**src/rtl/bp_counter_snapshot_drain.sv**
```systemverilog
// Captures a bank of live counters into a shadow bank on request and drains it
// as a valid/ready stream of (idx, data, seq) beats.
module bp_counter_snapshot_drain #(
  parameter int unsigned width_p = 32,
  parameter int unsigned els_p   = 22
) (
  input  logic                       clk_i,
  input  logic                       reset_n_i,
  input  logic [els_p*width_p-1:0]   counters_i,
  input  logic                       snapshot_v_i,
  output logic                       v_o,
  input  logic                       ready_i,
  output logic [width_p-1:0]         data_o,
  output logic [$clog2(els_p)-1:0]   idx_o,
  output logic [7:0]                 seq_o,
  output logic                       last_o,
  output logic                       busy_o,
  output logic [7:0]                 drop_cnt_o
);

  localparam int unsigned idx_w_lp = $clog2(els_p);
  localparam logic [idx_w_lp-1:0] last_idx_lp = idx_w_lp'(els_p - 1);

  localparam logic IDLE  = 1'b0;
  localparam logic DRAIN = 1'b1;

  logic                state_q, state_n;
  logic [idx_w_lp-1:0] idx_q, idx_n, idx_inc;
  logic [7:0]          seq_q, seq_n;
  logic [7:0]          drop_q, drop_n;
  logic [width_p-1:0]  data_q, data_n;
  logic                last_q, last_n;
  logic                capture;
  logic                hs;

  logic [width_p-1:0]  shadow_q [els_p];

  assign hs      = (state_q == DRAIN) && ready_i;
  assign idx_inc = idx_q + idx_w_lp'(1);

  // Next-state and output-register logic
  always_comb begin
    state_n = state_q;
    idx_n   = idx_q;
    seq_n   = seq_q;
    drop_n  = drop_q;
    data_n  = data_q;
    last_n  = last_q;
    capture = 1'b0;

    case (state_q)
      IDLE: begin
        if (snapshot_v_i) capture = 1'b1;
      end
      DRAIN: begin
        if (hs && last_q) begin
          if (snapshot_v_i) begin
            capture = 1'b1;
          end else begin
            state_n = IDLE;
            last_n  = 1'b0;
          end
        end else begin
          if (hs) begin
            idx_n  = idx_inc;
            data_n = shadow_q[idx_inc];
            last_n = (idx_inc == last_idx_lp);
          end
          if (snapshot_v_i && (drop_q != 8'hFF)) drop_n = drop_q + 8'd1;
        end
      end
      default: state_n = IDLE;
    endcase

    // Beat 0 comes straight from the live bank since the shadow is written on the same edge
    if (capture) begin
      state_n = DRAIN;
      idx_n   = '0;
      seq_n   = seq_q + 8'd1;
      data_n  = counters_i[width_p-1:0];
      last_n  = 1'b0;
    end
  end

  always_ff @(posedge clk_i or negedge reset_n_i) begin
    if (!reset_n_i) begin
      state_q <= IDLE;
      idx_q   <= '0;
      seq_q   <= '0;
      drop_q  <= '0;
      data_q  <= '0;
      last_q  <= 1'b0;
    end else begin
      state_q <= state_n;
      idx_q   <= idx_n;
      seq_q   <= seq_n;
      drop_q  <= drop_n;
      data_q  <= data_n;
      last_q  <= last_n;
    end
  end

  // Shadow bank carries no reset; it is only read after a capture
  always_ff @(posedge clk_i) begin
    if (capture) begin
      for (int k = 0; k < int'(els_p); k++) begin
        shadow_q[k] <= counters_i[k*width_p +: width_p];
      end
    end
  end

  assign v_o        = (state_q == DRAIN);
  assign busy_o     = (state_q == DRAIN);
  assign data_o     = data_q;
  assign idx_o      = idx_q;
  assign seq_o      = seq_q;
  assign last_o     = last_q;
  assign drop_cnt_o = drop_q;

endmodule

```
**config.mk**
```make
export PLATFORM = sky130hd
export DESIGN_NAME = bp_counter_snapshot_drain
export DESIGN_NICKNAME = d
export VERILOG_FILES = /design/src/rtl/bp_counter_snapshot_drain.sv
export SDC_FILE = /design/constraint.sdc
export NUM_CORES = 1
export LEC_CHECK = 0
export BUFFER_PORTS_ARGS = -buffer_cell sky130_fd_sc_hd__buf_2
export CAP_MARGIN = 20
export CORE_AREA = 4 4 293 295
export CTS_CLUSTER_DIAMETER = 50
export DETAILED_ROUTE_END_ITERATION = 8
export DIE_AREA = 0 0 297 299
export PLACE_DENSITY = 0.63
export RECOVER_POWER = 50
export SKIP_CTS_REPAIR_TIMING = 1
export SYNTH_ARGS = -nofsm -noshare
export SYNTH_HDL_FRONTEND = slang
export SYNTH_SLANG_ARGS = --single-unit
```
**constraint.sdc**
```tcl
create_clock -name clk_i -period 23.6 [get_ports clk_i]
set_input_delay 2.36 -clock clk_i [delete_from_list [all_inputs] [get_ports clk_i]]
set_output_delay 2.36 -clock clk_i [all_outputs]
set_load 0.005 [all_outputs]
```
After elaboration in Yosys (flattened, before gate mapping)
Memory sizes are Yosys's and may differ from the RTL's. Cells that the tools add are included.

Add/sub/neg operators: 3. Bitwise logic cells: 2. Multiplexer cells: 21. Reductions and logical operators: 9. Eq/ne operators: 4.

Operators with widths (count): 32-bit two-way mux (4); 5-bit two-way mux (4); 8-bit by 1-bit adder with 8-bit output, second input constant (2); 1-bit two-way mux (12); 3-bit AND reduction (3); 8-bit != test, second input constant (1); 5-bit by 1-bit adder with 5-bit output, second input constant (1); 5-bit equality test, second input constant (1); 2-bit nonzero test (2); 1-bit logical AND (3); 3-bit != test, second input constant (1); 3-bit nonzero test (1); 2-bit != test, second input constant (1); 1-bit NOT (2); 1-bit one-hot mux with 2 select lines (1).

Word-level logic and storage cells: 46. RAM bits: 704. Register bits: 55. Output and inout port bits: 56. Memories kept: 1.

Memories: shadow_q (words 22, width 32, rd ports 1, clocked after memory_dff 0, wr ports 22, line 36) `logic [width_p-1:0] shadow_q [els_p];`.

Longest topological paths before layout
Gate-level depths: netlist of the first run.

Word-level depth: 6. Gate-level depth with buffers: 12. Mapped depth without buffers: 7.

Least setup slack after synthesis of the first run
OpenSTA, ideal clock, no wires.

Kind: input to register. Start point: input ready_i. End point: memory shadow_q[0][0] (enable). Data arrival time: 15.468 ns. Data required time: 18.089 ns. Library setup time: 5.511 ns. Slack: 2.621 ns. Stages on the path: 4. Cells stage by stage: inv_1 o21ai_0 nand2_1 clkinv_1.

RTL lines: start, declared (line 12) `input logic ready_i,`; end, declared (line 36).

==> results of run 1 <==
[kinds of logic (layout without fill, tap and decap cells)]
group | count (synthesis) | in the layout
mux | 291 | 291
compound gates | 281 | 281
simple gates | 112 | 112
buf+inv | 100 | 967
other cells | 0 | 25
fa+ha+maj | 4 | 4
xor+xnor | 19 | 19
flops | 759 | 759
[per-layer routing]
metal  part of all wire, %  vias up  track usage, %
met5                 0.080        -               0
met4                   2.3       12            5.49
met3                   8.4      143            5.86
met2                    52      864            35.2
met1                    38     9103            23.8
li1                      -     8003               -
[worst max-delay path: stages]
cell	delay [ns]
clkbuf_1	0.14
inv_1	0.18
o21ai_0	0.17
nand2_2	0.14
clkinvlp_2	4.06
buf_4	1.98
buf_12	0.44
[Yosys cell counts, types with 13 or more instances]
| library cell | instances |
|---|---|
| edfxtp_1 | 704 |
| mux2i_1 | 197 |
| nand2_1 | 77 |
| a22oi_1 | 67 |
| mux4_2 | 62 |
| o21ai_0 | 58 |
| dfrtp_1 | 55 |
| buf_2 | 50 |
| a21oi_1 | 37 |
| o22ai_1 | 33 |
| a221o_1 | 31 |
| a32oi_1 | 31 |
| clkbuf_1 | 29 |
| mux2_2 | 24 |
| o21ai_1 | 13 |
[sequential cells by signal, summed over array words and instances, names as in the netlist]
register    cells
busy_o          1
data_o         32
drop_cnt_o      8
idx_o           5
last_o          1
seq_o           8
shadow_q      704
[power breakdown]
part,internal [uW],total (uW),switching (uW),leakage [uW]
registers,1590,1640,55.3,0.00700
clock network,855,1440,587,0.00153
logic,573,1400,827,0.00532
total,3010,4480,1470,0.0139
[final cells by class]
class / count / area, um^2
flip-flops and latches: 759 / 22500
clock buffers: 103 / 2380
fillers: 7311 / 45700
well taps: 1080 / 1350
multi-input cells: 707 / 6460
diodes: 25 / 62.6
inverters: 8 / 32.5
clock inverters: 70 / 820
repair buffers: 786 / 3880
[final timing paths]
kind	end	slack, ns	depth (start not counted)
max in group asynchronous	data_o[2]	18.01	1
worst max-delay path	shadow_q[10][30]	13.86	7
worst max register to register	shadow_q[10][30]	15.25	5
worst min-delay path	seq_o[7]	0.48	1
min in group asynchronous	data_o[17]	3.19	1
worst min register to register	seq_o[7]	0.48	1
[per-stage QoR]
stage | setup slack [ns] | area (um^2)
2_1_floorplan | 2.62 | 29400
3_5_place_dp | 17.58 | 34400
6_report | 13.86 | 37500
4_1_cts | 18.29 | 37600
3_3_place_gp | 17.70 | 34400
5_1_grt | 13.21 | 37500
[layout by cell type, fill, tap and decap left out, types with 33 or more instances in the layout]
cell / netlist / final
a21oi_1: 37 / 36
a22oi_1: 67 / 67
buf_2: 50 / 640
clkbuf_1: 29 / 128
clkbuf_16: 0 / 92
dfrtp_1: 55 / 55
edfxtp_1: 704 / 704
mux2i_1: 197 / 197
mux4_2: 62 / 62
nand2_1: 77 / 76
o21ai_0: 58 / 58
o22ai_1: 33 / 33
==> results.py, run 1 <==
metrics = {
    "clocking": {
        "cts_tree": "done",
        "cts_root_buf": "clkbuf_16",
        "clock_path_buffers": 3,
        "htreeDepth": 3,
        "cts.sinks": 759,
        "clk_pin_slew_worst_paths_ns": 0.06,
        "numCtsBuffers": 92,
        "clkLatencyLatePin_ns": 0.64,
    },
    "min_path": {
        "hold_class": "flop to flop",
        "hp-start": "seq_o[7]",
    },
    "place": {
        "dp_hpwl_mm": 65.3,
        "numPortBuffers": 763,
        "finalWeightedCongestion": 0.860,
        "dp.cells": 3339,
    },
    "die": {
        "die_w_um": 297,
        "io_pins": 764,
        "rows": 106,
        "fp.dieArea_um2": 88800,
        "coreArea_um2": 83200,
        "initial_core_util_pct": 35.4,
        "die_h_um": 299,
    },
    "timing": {
        "setup_viol": 0,
        "finalCritPeriodShare_pct": 41.3,
        "slew_viol_final": 262,
        "rsz0062_at_grt": "false",
        "setup_tns_ns": 0,
        "finalHoldViolCount": 0,
        "fmax_mhz": 103,
        "worstMarginPinSlew_ns": 5.75,
        "whs_ns": 0.477,
        "min_period_ns": 9.74,
        "slew-limit-headroom_pct": -283,
        "skew_ns": 0.0368,
    },
    "routing": {
        "wl_per_cell_um": 26.0,
        "num_vias": 18100,
        "remaining_drc_errors": 0,
        "drt-total-wl_mm": 92.2,
        "first_pass_iters": 5,
        "drt_iter0_markers": 1554,
        "drtAntennaViolNets": 0,
        "vias_per_cell": 5.12,
    },
    "synthesis": {
        "synth-adder-area-share_pct": 0.170,
        "synth_edf_count": 704,
        "yosysTopAreaCellShare_pct": 71.9,
        "yosys.area.top_type": "edfxtp_1",
        "synth_top_family_by_area": "multiplexers",
        "synth_compound_area_share_pct": 6.57,
        "syn_area_um2": 29400,
        "yosysWarnings": 0,
        "synth-async-reset-ratio_pct": 7.25,
        "seq_area_frac_synth_pct": 76.6,
        "postSynthAreaPerCell_um2": 18.8,
        "synthXorXnorAreaFrac_pct": 0.655,
        "synthMuxAreaShare_pct": 12.7,
        "synthTopCellsByArea": "edfxtp_1 72%, mux2i_1 6.7%, mux4_2 4.7%",
        "ys_seq_elements": 759,
        "synthCells": 1566,
        "ys.flop_type": "edfxtp_1",
        "yosys.area_share.simple_pct": 1.61,
        "synth_nets": 2278,
        "synth.distinct_cells": 44,
    },
    "final_layout": {
        "syn2layout_area_growth_pct": 27.6,
        "fin_util_pct": 45.1,
        "final_cells": 3538,
        "final_nets": 3066,
        "drive_above_1_share_pct": 37.8,
    },
    "power_and_ir_drop": {
        "power_density_nw_per_um2": 120,
        "power_leakage_uw": 0.0139,
        "peakVddDrop_v": 0.0000908,
        "total_power_uw": 4480,
    },
    "global_route": {
        "grt_usage_pct": 19.9,
        "antenna_found_initial": 28,
        "grt_max_degree": 192,
        "grt_pass1_wl_mm": 130,
        "overflow": 0,
        "grt_pass1_vias": 19200,
    },
    "worst_setup_path": {
        "critPathLaunchType": "input port",
        "setup.worst_path.end_class": "flop",
        "cp-startpoint": "ready_i",
        "critPathArrivalTime_ns": 9.93,
        "required_ns": 23.79,
        "crit_type": "input port to flop",
        "cp_max_fo": 191,
        "r2r_start": "busy_o",
    },
    "run": {
        "cap_violations": 4,
    },
    "outcome": {
        "violations": "capacitance limit, slew limit",
        "outcome": "finished with violations",
    },
}
Note: power is estimated with default switching activity, not from simulation.
==> run 2, diff against run 1 <==
--- a/config.mk
+++ b/config.mk
@@ -11,7 +11,7 @@
 export CTS_CLUSTER_DIAMETER = 50
 export DETAILED_ROUTE_END_ITERATION = 8
 export DIE_AREA = 0 0 297 299
-export PLACE_DENSITY = 0.63
+export PLACE_DENSITY = 0.65
 export RECOVER_POWER = 50
 export SKIP_CTS_REPAIR_TIMING = 1
 export SYNTH_ARGS = -nofsm -noshare
==> constraint.sdc (replaced) <==
create_clock -name clk_i -period 7.9 [get_ports clk_i]
set_input_delay 0.79 -clock clk_i [delete_from_list [all_inputs] [get_ports clk_i]]
set_output_delay 0.79 -clock clk_i [all_outputs]
set_load 0.005 [all_outputs]
==> results.py, run 2 (synthesized netlist as in run 1, its figures left out) <==
metrics = {
    "global_route": {
        "grt_max_degree": 301,
        "use_met1_pct": 23.8,
        "top_usage_layer": "met2",
        "use_met3_pct": 6.01,
        "antenna_found_initial": 33,
        "overflow": 0,
        "grt_usage_pct": 20.3,
        "use_met2_pct": 35.9,
        "grt_pass1_vias": 19500,
        "grt_pass1_wl_mm": 132,
    },
    "die": {
        "io_pins": 764,
        "initial_core_util_pct": 35.4,
        "coreArea_um2": 83200,
        "fp.dieArea_um2": 88800,
        "die_h_um": 299,
        "rows": 106,
        "die_w_um": 297,
    },
    "final_layout": {
        "layout_commonest_cell": "edfxtp_1",
        "syn2layout_area_growth_pct": 27.5,
        "drive_above_1_share_pct": 37.7,
        "largest-register": "shadow_q",
        "final_nets": 3069,
        "largest_reg_flops": 704,
        "nFillCells": 7307,
        "layout_common_cells": "704 x edfxtp_1, 644 x buf_2, 197 x mux2i_1",
    },
    "worst_setup_path": {
        "setup.worst_path.end_class": "flop",
        "critPathLaunchType": "flop",
        "critPathArrivalTime_ns": 5.99,
        "crit_type": "flop to flop",
        "reg2reg_slack_ns": 2.46,
        "cp_max_fo": 36,
        "required_ns": 8.46,
        "cpPeakStageDelay_ns": 2.67,
        "cpMaxStageDelayCell": "clkbuf_1",
        "worstPathCellList": "clkinv_2 -> clkbuf_1 -> nor2_4 -> buf_4 -> a22oi_1 -> a32oi_1 -> a21oi_1",
    },
    "place": {
        "dp_hpwl_mm": 67.1,
        "numPortBuffers": 763,
        "finalWeightedCongestion": 0.896,
    },
    "routing": {
        "remaining_drc_errors": 0,
        "drtAntennaViolNets": 0,
        "first_pass_iters": 6,
        "drt_iter0_markers": 1394,
        "num_vias": 18200,
        "wl_per_cell_um": 26.5,
        "vias_per_cell": 5.15,
        "drt-total-wl_mm": 93.9,
    },
    "clocking": {
        "cts_tree": "done",
        "clkLatencyLatePin_ns": 0.64,
        "cts.sinks": 759,
        "clock_path_buffers": 3,
        "numCtsBuffers": 95,
        "htreeDepth": 3,
        "clk_pin_slew_worst_paths_ns": 0.06,
        "cts_root_buf": "clkbuf_16",
    },
    "timing": {
        "slew_viol_final": 95,
        "finalHoldViolCount": 0,
        "setup_viol": 0,
        "skew_ns": 0.0199,
        "slew-limit-headroom_pct": -154,
        "worstMarginPinSlew_ns": 3.81,
        "whs_ns": 0.316,
        "fmax_mhz": 184,
        "rsz0062_at_grt": "false",
        "min_period_ns": 5.44,
        "finalCritPeriodShare_pct": 68.8,
        "setup_tns_ns": 0,
    },
    "power_and_ir_drop": {
        "combPwrFrac_pct": 31.3,
        "power_leakage_uw": 0.0139,
        "power_density_nw_per_um2": 354,
        "p_clk_share_pct": 31.8,
        "peakVddDrop_v": 0.000288,
        "pwr-share-seq_pct": 37.0,
        "p_sw_share_pct": 33.2,
        "p_int_uw": 8870,
        "p_sw_uw": 4400,
    },
    "min_path": {
        "hold_class": "input port to flop",
    },
    "run": {
        "cap_violations": 3,
    },
    "outcome": {
        "violations": "capacitance limit, slew limit",
        "outcome": "finished with violations",
    },
}
-- run 2: power groups by stage --
stage / Clock [uW] / Sequential (uW) / Combinational (uW)
4_1_cts: 4300 / 4900 / 4250
2_1_floorplan: 0 / 4960 / 2720
3_3_place_gp: 0 / 4970 / 4190
6_report: 4210 / 4910 / 4150
5_1_grt: 4470 / 4930 / 4480
3_5_place_dp: 0 / 4980 / 4240
-- run 2: final cells by class --
class,instances,area [um^2],area share (%)
well taps,1080,1350,3.61
clock buffers,116,2530,6.74
clock inverters,63,581,1.55
inverters,8,57.6,0.154
repair buffers,786,3910,10.4
diodes,22,55.1,0.147
multi-input cells,707,6480,17.3
flip-flops and latches,759,22500,60.1
-- run 2: worst paths after layout --
path | from | endpoint | cells after the start
max | idx_o[0] | data_o[21] | 7
min | counters_i[496] | shadow_q[15][16] | 1
max reg2reg | idx_o[0] | data_o[21] | 7
min reg2reg | seq_o[5] | seq_o[5] | 1
max in group asynchronous | reset_n_i | data_o[30] | 2
min in group asynchronous | reset_n_i | data_o[18] | 1
-- run 2: per-stage QoR --
step | total power [uW] | instances | utilization, % | instance area [um^2] | setup WS, ns
after detailed placement | 9220 | 3339 | 41.4 | 34400 | 3.66
after floorplan | 7680 | 1566 | - | 29400 | 1.83
after global routing | 13900 | 3532 | 45.0 | 37500 | 2.11
final | 13300 | 3541 | 45.1 | 37500 | 2.46
after global placement | 9160 | 3339 | 41.4 | 34400 | 3.79
after CTS | 13500 | 3518 | 45.2 | 37500 | 3.81
-- run 2: layer usage --
layer | vias up | wire length [um]
met5 | - | 172
met4 | 24 | 2810
met3 | 185 | 7340
met2 | 832 | 48300
met1 | 9178 | 35300
li1 | 8030 | -
-- run 2: worst max-delay path: cells and delay by family (launching register included) --
family | cells | cell delay [ns]
flip-flops | 1 | 0.57
AO/OA/AOI/OAI | 3 | 0.81
AND/OR/NAND/NOR | 1 | 0.59
buffers and inverters | 3 | 3.34
